### config.mk
export PLATFORM = sky130hd
export DESIGN_NAME = wb_sdram_arbiter
export DESIGN_NICKNAME = d
export VERILOG_FILES = /design/src/rtl/wb_sdram_arbiter.sv
export SDC_FILE = /design/constraint.sdc
export NUM_CORES = 1
export LEC_CHECK = 0
export BUFFER_PORTS_ARGS = -buffer_cell sky130_fd_sc_hd__clkbuf_2
export CORE_AREA = 5 5 114 116
export CTS_CLUSTER_DIAMETER = 150
export DETAILED_ROUTE_END_ITERATION = 10
export DIE_AREA = 0 0 119 121
export GPL_ROUTABILITY_DRIVEN = 1
export PLACE_DENSITY = 0.56
export SYNTH_ARGS = -nofsm -noshare
export SYNTH_HDL_FRONTEND = slang
export SYNTH_SLANG_ARGS = --single-unit
### constraint.sdc
create_clock -name wb_clk_i -period 1.9 [get_ports wb_clk_i]
set_clock_uncertainty 0.1 [all_clocks]
set_input_delay 0.19 -clock wb_clk_i [delete_from_list [all_inputs] [get_ports wb_clk_i]]
set_output_delay 0.19 -clock wb_clk_i [all_outputs]
set_load 0.1 [all_outputs]
### src/rtl/wb_sdram_arbiter.sv
// Two-master round-robin Wishbone arbiter in front of the SDRAM controller slave port.
// Optional stall timeout with one-cycle error abort: define WB_ARB_TIMEOUT_EN.
module wb_sdram_arbiter #(
   parameter int AW      = 26,
   parameter int DW      = 32,
   parameter int TIMEOUT = 1024
) (
   input  logic            wb_clk_i,
   input  logic            wb_resetn,
   input  logic            m0_cyc_i,
   input  logic            m0_stb_i,
   input  logic            m0_we_i,
   input  logic [DW/8-1:0] m0_sel_i,
   input  logic [AW-1:0]   m0_adr_i,
   input  logic [DW-1:0]   m0_dat_i,
   output logic [DW-1:0]   m0_dat_o,
   output logic            m0_ack_o,
   output logic            m0_err_o,
   input  logic            m1_cyc_i,
   input  logic            m1_stb_i,
   input  logic            m1_we_i,
   input  logic [DW/8-1:0] m1_sel_i,
   input  logic [AW-1:0]   m1_adr_i,
   input  logic [DW-1:0]   m1_dat_i,
   output logic [DW-1:0]   m1_dat_o,
   output logic            m1_ack_o,
   output logic            m1_err_o,
   output logic            s_cyc_o,
   output logic            s_stb_o,
   output logic            s_we_o,
   output logic [DW/8-1:0] s_sel_o,
   output logic [AW-1:0]   s_adr_o,
   output logic [DW-1:0]   s_dat_o,
   input  logic [DW-1:0]   s_dat_i,
   input  logic            s_ack_i
);

`ifdef WB_ARB_TIMEOUT_EN
   typedef enum logic [1:0] {IDLE, GNT0, GNT1, ABORT} state_t;
`else
   typedef enum logic [1:0] {IDLE, GNT0, GNT1} state_t;
`endif

   if (TIMEOUT < 2) begin : g_timeout_range
      $error("wb_sdram_arbiter: TIMEOUT must be >= 2");
   end

   logic [1:0] r_rst_sync;
   logic       w_rst_n;
   state_t     r_state;
   state_t     w_state_next;
   logic       r_last_gnt;

   // Reset asserts immediately, releases two clocks after wb_resetn rises.
   always_ff @(posedge wb_clk_i or negedge wb_resetn) begin
      if (!wb_resetn) r_rst_sync <= 2'b00;
      else            r_rst_sync <= {r_rst_sync[0], 1'b1};
   end
   assign w_rst_n = r_rst_sync[1];

`ifdef WB_ARB_TIMEOUT_EN
   localparam int CW = $clog2(TIMEOUT + 1);
   logic [CW-1:0] r_stall_cnt;
   logic          w_timeout;

   assign w_timeout = (r_stall_cnt == CW'(TIMEOUT));

   always_ff @(posedge wb_clk_i or negedge w_rst_n) begin
      if (!w_rst_n)                                           r_stall_cnt <= '0;
      else if (w_state_next != r_state || !s_stb_o || s_ack_i) r_stall_cnt <= '0;
      else if (!w_timeout)                                    r_stall_cnt <= r_stall_cnt + 1'b1;
   end
`endif

   always_ff @(posedge wb_clk_i or negedge w_rst_n) begin
      if (!w_rst_n) begin
         r_state    <= IDLE;
         r_last_gnt <= 1'b1;
      end else begin
         r_state <= w_state_next;
         if (w_state_next == GNT0)      r_last_gnt <= 1'b0;
         else if (w_state_next == GNT1) r_last_gnt <= 1'b1;
      end
   end

   always_comb begin
      w_state_next = r_state;
      case (r_state)
         IDLE: begin
            if (m0_cyc_i && m1_cyc_i) w_state_next = r_last_gnt ? GNT0 : GNT1;
            else if (m0_cyc_i)        w_state_next = GNT0;
            else if (m1_cyc_i)        w_state_next = GNT1;
         end
         GNT0: begin
            if (!m0_cyc_i)      w_state_next = m1_cyc_i ? GNT1 : IDLE;
`ifdef WB_ARB_TIMEOUT_EN
            else if (w_timeout) w_state_next = ABORT;
`endif
         end
         GNT1: begin
            if (!m1_cyc_i)      w_state_next = m0_cyc_i ? GNT0 : IDLE;
`ifdef WB_ARB_TIMEOUT_EN
            else if (w_timeout) w_state_next = ABORT;
`endif
         end
         default: w_state_next = IDLE;
      endcase
   end

   // Slave side is all-zero unless a grant is held.
   always_comb begin
      s_cyc_o  = 1'b0;
      s_stb_o  = 1'b0;
      s_we_o   = 1'b0;
      s_sel_o  = '0;
      s_adr_o  = '0;
      s_dat_o  = '0;
      m0_ack_o = 1'b0;
      m1_ack_o = 1'b0;
      m0_err_o = 1'b0;
      m1_err_o = 1'b0;
      case (r_state)
         GNT0: begin
            s_cyc_o  = m0_cyc_i;
            s_stb_o  = m0_cyc_i & m0_stb_i;
            s_we_o   = m0_we_i;
            s_sel_o  = m0_sel_i;
            s_adr_o  = m0_adr_i;
            s_dat_o  = m0_dat_i;
            m0_ack_o = s_ack_i & m0_stb_i;
         end
         GNT1: begin
            s_cyc_o  = m1_cyc_i;
            s_stb_o  = m1_cyc_i & m1_stb_i;
            s_we_o   = m1_we_i;
            s_sel_o  = m1_sel_i;
            s_adr_o  = m1_adr_i;
            s_dat_o  = m1_dat_i;
            m1_ack_o = s_ack_i & m1_stb_i;
         end
`ifdef WB_ARB_TIMEOUT_EN
         ABORT: begin
            m0_err_o = ~r_last_gnt;
            m1_err_o = r_last_gnt;
         end
`endif
         default: ;
      endcase
   end

   assign m0_dat_o = s_dat_i;
   assign m1_dat_o = s_dat_i;

endmodule

==> flow_summary.toml, run 1 <==
[floorplanning]
dieArea_um2 = 14400
die_h_um = 121
core_area_um2 = 11800
io_pins = 298
initial_core_util = 0.157
num_rows = 40
fp.dieW_um = 119

[grt]
grt_max_degree = 27
grt_pass1_vias = 2622
antenna_found_initial = 0
grt_overflow_total = 0
grt_util_met3 = 0.0270
top_usage_layer = "met2"
grt_pass1_wl_um = 14500
gr-usage-met1 = 0.128
grtUsageTotal = 0.123
use_met2 = 0.252

[timing]
drv_slew = 0
tns_ps = -3550
rsz0062_at_grt = "true"
hold_ws_ps = 88.8
setup_viol = 67
hold_viol_final = 0
timing.fmax_ghz = 0.503
period_share = 1.05
period_needed_ps = 1990
finalWorstSetupSlack_ps = -87.3

[clock_network]
htree_levels = 1
clock_path_buffers = 2
clkSlewWorstSetupHoldPaths_ps = 30
clock_latency_ps = 230
cts_made_buffers = 3
cts.sinks = 5
cts-root-buf = "clkbuf_16"
cts_tree = "done"

[worst_setup_path]
cp.required_ps = 1610
cp_slowest_stage_delay_ps = 370
slowest_stage = "dfrtp_1"
path_depth = 7
cp_cell_sequence = "buf_4 -> ha_4 -> buf_12 -> clkbuf_16 -> a22oi_2 -> nor2b_4 -> buf_12"
reg2reg_slack_ps = -40
r2r-end = "r_last_gnt$_DFFE_PN1P_"
startpoint_type = "flip-flop"
ff2ff_path_depth = 8
crit_type = "reg -> out"
crit_end = "s_adr_o[15]"
cpLargestDelayFamily = "buffers and inverters"
crit_fanout = 5
crit_path_end_kind = "primary output"
crit_top_cell = "buf_12"
worstPathArrival_ps = 1700
critPathBufInv = 4
cp-startpoint = "r_state[1]$_DFF_PN0_"
worstReg2RegStart = "r_state[1]$_DFF_PN0_"

[drt]
vias_per_cell = 4.38
drt-initial-drc-count = 101
wl_per_cell_um = 18.6
routed_wl_um = 10300
via_count = 2425
drcViolationCount = 0
dr.pass1.iters = 4
drtAntennaViolNets = 0

[finish]
diodes = 0
layout_common_cells = "clkbuf_2, buf_12, nor2b_4, a22oi_2, a22oi_1"
ff_latch_area_um2 = 128
fin_cells = 554
fin_area_um2 = 5040
area_growth_pct = 172
nFillCells = 1123
layout_commonest_cell = "clkbuf_2"
drive_above_1_share = 0.912
multiInputGateArea_um2 = 1910
final_nets = 579

[power_and_ir_drop]
p_total_uw = 11900
power.density_nw_per_um2 = 2370
peakVddDrop_uv = 792
p_leak_uw = 0.00214

[outcome]
violations = "setup timing"
outcome = "finished, violations left"

[synth]
ys_types = 27
synth_cells = 249
synth_seq_cells = 5
ys_seq_area_frac = 0.0682
syn_area_per_cell_um2 = 7.44
yosys_warnings = 0
syn_area_um2 = 1850

[min_path]
hold_class = "reg -> async"

[placed_design]
postPlaceCellArea_um2 = 4050
place_congestion = 0.728
dp_cells = 520
dp_hpwl_um = 6780
portBuffers = 199

[run]
maxCapViolations = 0
-- synth_stat cells, drive strengths merged --
master,n,area share
a22oi,63,0.26
clkbuf,6,0.012
a32oi,1,0.0088
nor2,1,0.0020
a22o,1,0.0047
dfrtp,4,0.054
dfstp,1,0.014
nand2,2,0.0041
a21boi,1,0.0041
nand3,2,0.0054
o21ai,1,0.0027
o22a,1,0.0047
conb,2,0.0041
ha,6,0.041
nand2b,2,0.0068
o21a,1,0.0041
a2bb2oi,2,0.013
and3,2,0.0068
nor2b,63,0.21
buf,81,0.31
inv,2,0.0041
mux2,1,0.0081
and2,1,0.0034
o22ai,2,0.010
-- power breakdown --
group | total [uW] | internal, uW | switching [uW]
clock network | 344 | 278 | 66.6
logic | 11400 | 5190 | 6230
registers | 180 | 153 | 27.4
total | 11900 | 5620 | 6320
-- area by class of cell --
type	count	area share
timing repair buffer	240	0.541
tap	147	0.0365
multi-input combinational	156	0.380
clock buffer	4	0.0157
inverter	2	0.00199
sequential	5	0.0253
-- cells by family after synthesis --
logic type	synth area share
AOI/OAI and AO/OA	0.307
adders and majority gates	0.0405
buffers and inverters	0.331
DFF	0.0682
muxes	0.00810
other	0.00405
and+or+nand+nor	0.241
-- sequential cells by signal (all words and copies together), names as in the netlist --
register / count
r_last_gnt: 1
r_rst_sync: 2
r_state: 2
-- stage by stage --
step,util,worst slack [ps]
4_1_cts,0.408,-100
3_5_place_dp,0.343,5.31
2_1_floorplan,-,-144
5_1_grt,0.426,-148
6_report,0.426,-87.3
3_3_place_gp,0.343,-1.07
-- layer usage --
layer | routed length [um] | part of all wire
met5 | 0 | 0
met4 | 111 | 0.011
met3 | 679 | 0.066
met2 | 5940 | 0.58
met1 | 3590 | 0.35
-- how the worst min path moves through the flow --
stage                                   end  slack (ps)  cells after the start
finish               r_last_gnt$_DFFE_PN1P_          90                      0
global route         r_last_gnt$_DFFE_PN1P_         110                      0
CTS                  r_last_gnt$_DFFE_PN1P_          90                      0
detailed placement  r_rst_sync[0]$_DFF_PN0_        -120                      1
global placement    r_rst_sync[0]$_DFF_PN0_        -120                      1
floorplan           r_rst_sync[0]$_DFF_PN0_        -210                      0
-- what timing repair did --
item                                    CTS  global route
buffers inserted                         10             5
endpoints found under the setup margin   65            67
gates resized for setup                  69            17
hold buffers                              2             0
endpoints found under the hold margin     4             0
pin swaps                                13             4
cloned                                    8             7
-- worst reg2reg max path, stage by stage, from the launching register on --
cell and delay, ps:
dfrtp_1 370, buf_4 150, ha_4 190, buf_12 150, clkbuf_16 170, a32oi_2 180
o22ai_2 110, ha_1 320, o21ai_1 130
Power figures use the tool's default switching activity.
==> run 2: changes to the inputs <==
Settings changed: ABC_AREA from default to 1, CORE_AREA 5 5 114 116 to 5 5 113 115, DIE_AREA 0 0 119 121 to 0 0 118 120, SLEW_MARGIN from default to 20.
==> flow_summary.toml, run 2 <==
[synth]
synth_common_cells = "nand2_1, buf_4, a21oi_1"
syn_area_um2 = 1770
ys_types = 16
synth-xor-area-share = 0
synth.most_common_cell = "nand2_1"
synth_top_area_cell = "buf_4"
synth.top_cell.area_share = 0.301
yosys_most_used_dff = "dfrtp_1"
synth_fa_ha_area_frac = 0.0425
synth_edf_count = 0
synth_compound_area_frac = 0.201
synthTopCellsByArea = "buf_4, nand2_1, a21oi_1"
synth_seq_cells = 5
yosys_warnings = 0
async_flop_share = 1.00
synth_cells = 326
ys_seq_area_frac = 0.0715
syn_area_per_cell_um2 = 5.42
yosys.area_share.simple = 0.321
synthMuxAreaShare = 0
synth_top_family_by_area = "buffers and inverters"

[power_and_ir_drop]
p_clk_frac = 0.030
switching_share = 0.574
p_int_uw = 4890
p_leak_uw = 0.00218
p_total_uw = 11500
p_switching_uw = 6600
power.density_nw_per_um2 = 2120
peakVddDrop_uv = 1150
pwr-share-comb = 0.954
seqPwrFrac = 0.016

[timing]
finalWorstSetupSlack_ps = -67.7
hold_viol_final = 0
drv_slew = 0
period_share = 1.04
setup_viol = 67
tns_ps = -2890
period_needed_ps = 1970
rsz0062_at_grt = "true"
timing.fmax_ghz = 0.508

[grt]
grt_max_degree = 28
grt_pass1_vias = 2989
grt_pass1_wl_um = 15200
grt_util_met3 = 0.0405
grt_overflow_total = 0
use_met2 = 0.258
grtUsageTotal = 0.130
top_usage_layer = "met2"
antenna_found_initial = 0
gr-usage-met1 = 0.128

[worst_setup_path]
crit_fanout = 8
startpoint_type = "flip-flop"
worstPathArrival_ps = 1680
cp_slowest_stage_delay_ps = 430
cp_cell_sequence = "inv_4 -> ha_4 -> buf_6 -> clkbuf_16 -> nand2_2 -> a21oi_4 -> buf_12"
crit_path_end_kind = "primary output"
crit_type = "reg -> out"
slowest_stage = "dfrtp_2"
cp.required_ps = 1610

[floorplanning]
die_h_um = 120
dieArea_um2 = 14200
io_pins = 298
core_area_um2 = 11700
fp.dieW_um = 118
initial_core_util = 0.151
num_rows = 40

[clock_network]
clock_latency_ps = 230
cts_made_buffers = 3
cts_tree = "done"
cts.sinks = 5
cts-root-buf = "clkbuf_16"
htree_levels = 1
clock_path_buffers = 2
clkSlewWorstSetupHoldPaths_ps = 40

[drt]
routed_wl_um = 11400
via_count = 2786
vias_per_cell = 4.35
drcViolationCount = 0
drt-initial-drc-count = 38
drtAntennaViolNets = 0
dr.pass1.iters = 4
wl_per_cell_um = 17.7

[placed_design]
place_congestion = 0.802
dp_hpwl_um = 7590
portBuffers = 199
dp_cells = 599
dpl_worst_slack_ps = -59.8

[min_path]
hold_class = "reg -> async"

[finish]
diodes = 0
area_growth_pct = 206
final_core_util = 0.462
drive_above_1_share = 0.816
layout_common_cells = "clkbuf_2, buf_12, nand2_1, a21oi_4, nand2_2"
fin_cells = 641
layout_commonest_cell = "clkbuf_2"
nFillCells = 1100
top_regs = "r_rst_sync: 2 flops, r_state: 2 flops, r_last_gnt: 1 flops"
final_nets = 666

[outcome]
outcome = "finished, violations left"
violations = "setup timing"

[run]
maxCapViolations = 0
-- run 2: cell types whose count changed in the layout (fill, tap and decap cells not counted), sizes merged, moves of 3 or more --
cell,before,now
a21oi,0,67
a22oi,63,0
buf,100,108
inv,2,7
nand2,2,139
nand3,2,5
nor2,1,4
nor2b,63,0
-- run 2: area by class of cell --
class	count	area, um2	area share
timing repair buffer	250	2920	0.539
multi-input combinational	228	2060	0.382
tap	147	184	0.0340
sequential	5	129	0.0238
clock buffer	4	78.8	0.0146
inverter	7	38.8	0.00717
-- run 2: worst max-delay path, delay by kind of cell, from the launching register on --
kind	cells	cell delay (ps)
AOI/OAI and AO/OA	1	170
adders and majority gates	1	190
buffers and inverters	4	570
DFF	1	430
and+or+nand+nor	1	70
-- run 2: per-stage QoR --
stage          area [um2]  hold WS [ps]
2_1_floorplan        2560          -206
3_3_place_gp         4290          -124
3_5_place_dp         4290          -120
4_1_cts              4880          90.1
5_1_grt              5410           107
6_report             5410          83.7
-- run 2: per-layer routing --
metal / vias up / routed length, um
met1: 1322 / 3850
met2: 134 / 6470
met5: - / 0
met4: 0 / 229
met3: 22 / 818
li1: 1308 / -
-- run 2: power by group through the flow --
stage | registers (uW) | logic, uW | clock network, uW
floorplan | 176 | 6590 | 0
global placement | 180 | 8610 | 0
detailed placement | 186 | 8690 | 0
CTS | 178 | 10100 | 350
global route | 190 | 11300 | 366
finish | 188 | 11000 | 346
-- run 2: logic make-up (layout without fill, tap and decap cells) --
family	count (synthesis)	in the layout
other	2	3
and+or+nand+nor	149	149
buffers and inverters	94	261
AOI/OAI and AO/OA	70	70
DFF	5	5
adders and majority gates	6	6
-- run 2: worst paths after layout --
kind                                    startpoint  slack, ps                      end  cells after the start
max                           r_state[0]$_DFF_PN0_        -70              s_adr_o[13]                      7
min reg2reg                r_rst_sync[1]$_DFF_PN0_         80   r_last_gnt$_DFFE_PN1P_                      0
max reg2reg                   r_state[1]$_DFF_PN0_        -30   r_last_gnt$_DFFE_PN1P_                      8
max in group asynchronous  r_rst_sync[1]$_DFF_PN0_       1050     r_state[0]$_DFF_PN0_                      1
min                        r_rst_sync[1]$_DFF_PN0_         80   r_last_gnt$_DFFE_PN1P_                      0
min in group wb_clk_i      r_rst_sync[0]$_DFF_PN0_        240  r_rst_sync[1]$_DFF_PN0_                      0
-- run 2: what timing repair did --
action | CTS | global route
resized for setup | 49 | 84
endpoints found under the hold margin | 4 | 0
pin swaps | 22 | 52
gates cloned | 7 | 10
setup endpoints to repair | 67 | 67
setup buffers | 14 | 5
hold buffers | 2 | 0
==> run 3: changes to the inputs <==
--- a/constraint.sdc
+++ b/constraint.sdc
@@ -4,2 +4,2 @@
 set_output_delay 0.19 -clock wb_clk_i [all_outputs]
-set_load 0.1 [all_outputs]
+set_load 0.02 [all_outputs]
==> flow_summary.toml, run 3 (synthesis gave the netlist of run 2 again) <==
[worst_setup_path]
cp.required_ps = 1610
cp_slowest_stage_delay_ps = 420
startpoint_type = "flip-flop"
worstPathArrival_ps = 1630
cpLargestDelayFamily = "buffers and inverters"
worstReg2RegStart = "r_state[0]$_DFF_PN0_"
crit_type = "reg -> out"
critPathBufInv = 4
cp-startpoint = "r_state[1]$_DFF_PN0_"
crit_path_end_kind = "primary output"
cp_cell_sequence = "inv_2 -> ha_4 -> buf_4 -> clkbuf_16 -> nand2_1 -> a21oi_1 -> buf_4"
crit_top_cell = "buf_4"
slowest_stage = "dfrtp_1"
crit_fanout = 12

[floorplanning]
initial_core_util = 0.151
die_h_um = 120
core_area_um2 = 11700
num_rows = 40
dieArea_um2 = 14200
fp.dieW_um = 118
io_pins = 298

[finish]
final_nets = 640
top_regs = "r_rst_sync: 2 flops, r_state: 2 flops, r_last_gnt: 1 flops"
multiInputGateArea_um2 = 1070
diodes = 0
ff_latch_area_um2 = 128
nFillCells = 1319
area_growth_pct = 71.0
layout_common_cells = "nand2_1, clkbuf_2, buf_4, a21oi_1"
final_core_util = 0.258
layout_commonest_cell = "nand2_1"
drive_above_1_share = 0.521

[power_and_ir_drop]
p_clk_frac = 0.080
power.density_nw_per_um2 = 1400
p_switching_uw = 2210
p_int_uw = 2020
switching_share = 0.523
seqPwrFrac = 0.044
p_leak_uw = 0.00153
peakVddDrop_uv = 686
pwr-share-comb = 0.875

[grt]
gr-usage-met1 = 0.107
grt_pass1_vias = 2385
use_met2 = 0.175
grt_max_degree = 39
antenna_found_initial = 0
grt_pass1_wl_um = 11600
grtUsageTotal = 0.0960
grt_overflow_total = 0
top_usage_layer = "met2"
grt_util_met3 = 0.0250

[drt]
drcViolationCount = 0
via_count = 2534
drtAntennaViolNets = 0
routed_wl_um = 8640
dr.pass1.iters = 6
vias_per_cell = 4.12
wl_per_cell_um = 14.0
drt-initial-drc-count = 98

[clock_network]
cts_tree = "done"
cts_made_buffers = 3
clock_path_buffers = 2
cts-root-buf = "clkbuf_16"
cts.sinks = 5
clkSlewWorstSetupHoldPaths_ps = 30
clock_latency_ps = 220
htree_levels = 1

[timing]
period_share = 1.01
hold_ws_ps = 101
timing.fmax_ghz = 0.521
finalWorstSetupSlack_ps = -18.6
hold_viol_final = 0
tns_ps = -51.2
period_needed_ps = 1920
drv_slew = 0
setup_viol = 6
rsz0062_at_grt = "true"

[min_path]
hold_class = "reg -> async"

[placed_design]
portBuffers = 199
dp_hpwl_um = 6030
place_congestion = 0.831

[outcome]
violations = "setup timing"
outcome = "finished, violations left"

[run]
maxCapViolations = 0
run 3: metal layers:
metal  vias to the layer above  wire [um]
li1                       1246          -
met1                      1125       3340
met2                       137       4350
met3                        26        725
met4                         0        223
met5                         -          0
run 3: final timing paths:
kind / end / slack, ps / cells after the start
max: s_dat_o[4] / -20 / 7
min: r_last_gnt$_DFFE_PN1P_ / 100 / 0
max reg2reg: r_last_gnt$_DFFE_PN1P_ / 50 / 10
min reg2reg: r_last_gnt$_DFFE_PN1P_ / 100 / 0
max in group asynchronous: r_state[0]$_DFF_PN0_ / 1040 / 1
min in group wb_clk_i: r_rst_sync[1]$_DFF_PN0_ / 240 / 0
run 3: power by group through the flow:
stage	Combinational, uW	Clock (uW)	Sequential, uW
after global routing	4010	357	192
after global placement	2840	0	181
final	3700	340	187
after floorplan	2010	0	173
after CTS	3150	347	185
after detailed placement	2800	0	183
run 3: through the flow:
step / setup WS [ps] / area, um2 / cells / power (uW)
finish: -18.6 / 3020 / 615 / 4230
global route: -108 / 3020 / 615 / 4560
CTS: -23.1 / 2730 / 603 / 3690
detailed placement: 18.0 / 2450 / 592 / 2980
global placement: 74.0 / 2450 / 592 / 3020
floorplan: 120 / 1770 / 327 / 2190
run 3: worst register-to-register path, stage by stage (launching register included):
cell	delay, ps
dfrtp_2	430
inv_4	90
ha_4	220
buf_6	120
inv_2	20
o21bai_1	120
nand3_1	110
a21oi_2	170
ha_1	270
nand2_1	80
o21ai_2	50
run 3: cell type report:
class                   count  area share
flip-flops and latches      5      0.0422
well taps                 147      0.0608
clock buffers               4      0.0261
repair buffers            224       0.506
multi-input cells         228       0.355
inverters                   7      0.0103
run 3: what timing repair did:
item,in CTS,in global routing
cloned,1,6
setup buffers,4,6
hold buffers,2,0
endpoints found under the hold margin,4,0
endpoints found under the setup margin,64,65
resized for setup,39,105
pin swaps,0,7
